--- src/rtl/wb_result_buffer.sv ---
// wb_result_buffer: in-order result FIFO between an execution unit and the writeback mux
module wb_result_buffer #(
  parameter int DEPTH = 4,
  parameter int DATA_WIDTH = 32,
  parameter int ID_WIDTH = 3
) (
  input  logic                      clk,
  input  logic                      rst,
  input  logic                      result_valid,
  input  logic [ID_WIDTH-1:0]       result_id,
  input  logic [DATA_WIDTH-1:0]     result_data,
  output logic                      result_ready,
  output logic                      wb_done,
  output logic [ID_WIDTH-1:0]       wb_id,
  output logic [DATA_WIDTH-1:0]     wb_rd,
  input  logic                      wb_ack,
  output logic [$clog2(DEPTH):0]    occupancy
);
  localparam int AW = $clog2(DEPTH);
  localparam logic [AW:0] FULL = (AW+1)'(DEPTH);
  logic [ID_WIDTH+DATA_WIDTH-1:0] mem [DEPTH];
  logic [AW-1:0] rptr, wptr;
  logic [AW:0] count;
  logic push, pop;
  always_comb begin
    result_ready = count != FULL;
    wb_done = count != '0;
    push = result_valid & result_ready;
    pop = wb_ack & wb_done;
    {wb_id, wb_rd} = mem[rptr];
    occupancy = count;
  end
  always_ff @(posedge clk) if (push) mem[wptr] <= {result_id, result_data};
  always_ff @(posedge clk) begin
    if (rst) begin
      rptr <= '0;
      wptr <= '0;
      count <= '0;
    end else begin
      if (push) wptr <= wptr + 1'b1;
      if (pop) rptr <= rptr + 1'b1;
      count <= push && !pop ? count + (AW+1)'(1) : pop && !push ? count - (AW+1)'(1) : count;
    end
  end
  a_count_max: assert property (@(posedge clk) disable iff (rst) count <= FULL);
  a_no_push_full: assert property (@(posedge clk) disable iff (rst) !(push && count == FULL));
  a_no_pop_empty: assert property (@(posedge clk) disable iff (rst) !(pop && count == '0));
  a_ack_no_done: assert property (@(posedge clk) disable iff (rst) !(wb_ack && !wb_done));
endmodule

--- config.mk ---
export PLATFORM = sky130hd
export DESIGN_NAME = wb_result_buffer
export DESIGN_NICKNAME = d
export VERILOG_FILES = /design/src/rtl/wb_result_buffer.sv
export SDC_FILE = /design/constraint.sdc
export NUM_CORES = 1
export LEC_CHECK = 0
export CORE_ASPECT_RATIO = 0.5
export CORE_MARGIN = 2
export CORE_UTILIZATION = 25
export CTS_CLUSTER_SIZE = 24
export DETAILED_ROUTE_END_ITERATION = 8
export GPL_ROUTABILITY_DRIVEN = 0
export HOLD_SLACK_MARGIN = 0.03
export PLACE_DENSITY = 0.53
export SLEW_MARGIN = 0
export SYNTH_ARGS = -nofsm -noshare
export SYNTH_HDL_FRONTEND = slang
export SYNTH_SLANG_ARGS = --single-unit
--- constraint.sdc ---
create_clock -name clk -period 4.4 [get_ports clk]
set_clock_uncertainty 0.15 [all_clocks]
set_input_delay 0.88 -clock clk [delete_from_list [all_inputs] [get_ports clk]]
set_output_delay 0.88 -clock clk [all_outputs]
set_load 0.01 [all_outputs]
Word level (Yosys, flattened, before mapping)
Memory sizes are Yosys's and may differ from the RTL's. A register that Yosys moved wholly into a read port is not among the register bits. Index checks and enable logic that the tools add are counted.

Add/subtract/negate cells: 4. $mul: 0. Divide/modulo/power cells: 0. $lt $le $gt $ge: 0. Equal/unequal tests: 1. Shifts and indexed selects: 0. Mux-type cells: 6. Bitwise gates (word level): 2. Reductions and logical operators: 6.

Operator list (number): $mux W3 (2); $add A2 B1 Y2 const B (2); $mux W2 (2); $add A3 B1 Y3 const B (1); $ne A3 B3 Y1 const B (1); $reduce_bool A3 Y1 (1); $sub A3 B1 Y3 const B (1); $and A1 B1 Y1 (2); $logic_and A1 B1 Y1 (2); $logic_not A1 Y1 (2); $mux W1 (2); $reduce_bool A2 Y1 (1).

Bits in registers: 7. Bits in latches: 0. Memory bits (writable): 140. ROM bits: 0. Bits of input ports: 39. Output and inout port bits: 40. Logic and storage cells: 23. Memories: 1.

Memories: mem (words 4, bits a word 35, rd ports 1, clocked after memory_dff 1, write ports 1, RTL line 21) `logic [ID_WIDTH+DATA_WIDTH-1:0] mem [DEPTH];`.

Depth between registers and ports, before layout
Word-level depth: 6. Depth in mapped cells: 8.

Worst setup path after synthesis
Ideal clock, no wire load.

Kind: in2reg. Start: input result_valid. End: memory mem[0][0] (netlist bit), enable pin. Setup time: 395 ps. Arrival: 2042 ps. Path slack: 1812 ps. Stages: 2. Path through: a21boi_2 > and2_1.

Cells in the longest elaborated chain, start to end: 3.

Ends and longest elaborated chain: from (decl) (RTL line 9) `input logic result_valid,`; $and A1 B1 Y1 (RTL line 28) `push = result_valid & result_ready;`; $mux W1 (RTL line 33) `always_ff @(posedge clk) if (push) mem[wptr] <= {result_id, result_data};`; $mux W1 (implied by the code) (RTL line 33); to (decl) (RTL line 21).

No other way between the ends.

==> results.ini <==
[die]
fp.dieArea_sq_um = 23600
num_rows = 38
core_area_sq_um = 21800
die_y_um = 110
die_x_um = 215
initial_core_util_pct = 25.6
ios = 79

[min_path]
min_path_type = flop to flop
min_from = wptr[1]
hold-path-endpoint = wptr[1]
min_path_cells = 2

[global_routing]
grt_pass1_vias = 2804
overflow = 0
grt_usage_pct = 9.52
grt_use_met1_pct = 11.1
grtUsageMet3_pct = 2.49
grt_first_pass_wirelength_um = 16300
antenna_found_initial = 0
grt_use_met2_pct = 16.9
top_usage_layer = met2
grt_max_degree = 25

[timing]
final.setup.tns_ns = 0
finalSetupViolCount = 0
max_freq_mhz = 290
holdWs_ns = 0.361
grt_setup_unrepaired = false
slew_viol_final = 0
hold_viol = 0
worst_pin_slew_ns = 0.644
finalCriticalPeriod_ns = 3.45
relSlewSlack_pct = 57.1
period_share_pct = 78.5

[synthesis]
seq_area_frac_synth_pct = 78.7
synth-compound-area-share_pct = 0.674
syn-instance-count = 231
ys_ff_latch = 149
async_flop_share_pct = 0
synthesis.nets = 276
synth-edff-count = 140
synth_fa_ha_area_share_pct = 1.48
synth.avg_cell_area_sq_um = 24.1
synth_xor_area_share_pct = 0.629
synth_top_family_by_area = multiplexers
synthMuxAreaShare_pct = 15.1
ys.flop_type = edfxtp_1
netlist_area_sq_um = 5570
yosysWarnings = 0
ys_types = 25
synthSimpleGateAreaFrac_pct = 1.51

[clocking]
cts_root_buf = clkbuf_16
postCtsSetupBuffers = 0
cts_tree = yes
clock_path_buffers = 2
cts.sink_count = 149
cts_buffers = 17
clkTransAtPathRegs_ns = 0.06
worstSkewPairLatency_ns = 0.41
cts_hold_buf = 0
cts_max_level = 4
cts_resized = 0

[power]
p_leak_uw = 0.00233
p_total_uw = 4320
p_per_area_nw_per_um2 = 590
peakVddDrop_v = 0.000225

[finish]
antenna_cells = 0
fin_area_sq_um = 7320
layout.nets = 373
multi_input_area_sq_um = 1080
layout-drive-gt1-share_pct = 22.6
nFillCells = 2088
syn2layout_area_growth_pct = 31.5
regArea_sq_um = 4390
layout_common_cells = edfxtp_1, clkdlybuf4s50_1, mux4_2
final_common_cell = edfxtp_1

[critical_path]
r2r-start = occupancy[0]
worstPathRequired_ns = 3.37
endpoint_kind = output pin
r2r_slack_ns = 1.94
cp_max_fo = 23
cp_slowest_stage_delay_ns = 0.64
rr_worst_depth = 8
path_cells = buf_12 -> mux4_2 -> clkdlybuf4s50_1
critPathSlowestCell = dfxtp_2
critPathArrivalTime_ns = 2.42
path_class = flop to output pin
r2r_end = occupancy[2]
start_kind = flop

[routing]
first_iter_violations = 112
final_antenna_net_count = 0
vias_per_cell = 4.01
wirelength_um = 10700
num_vias = 2572
drc = 0
drt-pass1-iter-count = 6
wl_per_cell_um = 16.7

[outcome]
outcome = finished, final reports clean

[flow_run]
cap_violations = 0

[place]
hpwlAfterDp_um = 6930
postPlaceCellArea_sq_um = 6730
portBuffers = 78

==> flip-flops by register name (all words and copies together) (netlist names), named ones only <==
| register | count |
|---|---|
| occupancy | 3 |
| mem | 140 |
| wptr | 2 |
| rptr | 2 |
==> where the power goes <==
group	internal (uW)	switching, uW
Combinational	620	447
Sequential	1730	92.6
Clock	886	546
==> cell type report <==
class / count / area share [%]
flip-flops and latches: 149 / 59.9
repair buffers: 87 / 11.9
multi-input cells: 70 / 14.8
clock buffers: 18 / 5.86
well taps: 300 / 5.13
inverters: 3 / 0.154
clock inverters: 14 / 2.21
==> stage by stage <==
stage | instances | util (%) | setup slack, ns
2_1_floorplan | 231 | - | 1.81
5_1_grt | 641 | 33.6 | 0.810
3_5_place_dp | 609 | 30.9 | 1.23
6_report | 641 | 33.6 | 0.947
4_1_cts | 641 | 33.6 | 0.872
3_3_place_gp | 609 | 30.9 | 1.25
==> layer usage <==
layer	vias to the layer above	wire length, um
li1	1160	-
met1	1363	4660
met2	37	5640
met3	12	305
met4	0	130
met5	-	0
==> worst max path at each step <==
stage	startpoint	end	slack, ns	depth (start not counted)
floorplan	result_valid	mem[0][0]	1.81	2
global placement	result_valid	occupancy[2]	1.25	8
detailed placement	result_valid	occupancy[2]	1.23	8
CTS	flop	wb_rd[25]	0.87	3
global route	flop	wb_rd[3]	0.81	3
finish	flop	wb_id[1]	0.95	3
==> logic make-up (layout without fill, tap and decap cells) <==
logic type      count (synthesis)  count (layout)
flops                         149             149
buf+inv                        12             122
fa+ha+maj                       6               6
mux                            38              38
simple gates                   17              17
compound gates                  5               5
xor+xnor                        4               4
==> Yosys cell counts, drive strengths merged, types with 2 or more instances <==
master / instances / area (sq um)
and2: 4 / 25.0
buf: 7 / 86.3
clkbuf: 2 / 8.75
dfxtp: 9 / 180
edfxtp: 140 / 4200
ha: 5 / 62.6
inv: 3 / 11.3
mux2i: 2 / 20.0
mux4: 35 / 807
nand2b: 2 / 12.5
nor2: 8 / 30.0
or3: 2 / 12.5
xor2: 4 / 35.0
==> worst max-delay path: cells and delay by family (launching register included) <==
| family | cells | cell delay, ns |
|---|---|---|
| buffers and inverters | 2 | 0.80 |
| multiplexers | 1 | 0.55 |
| flip-flops | 1 | 0.64 |
Power figures use the tool's default switching activity.
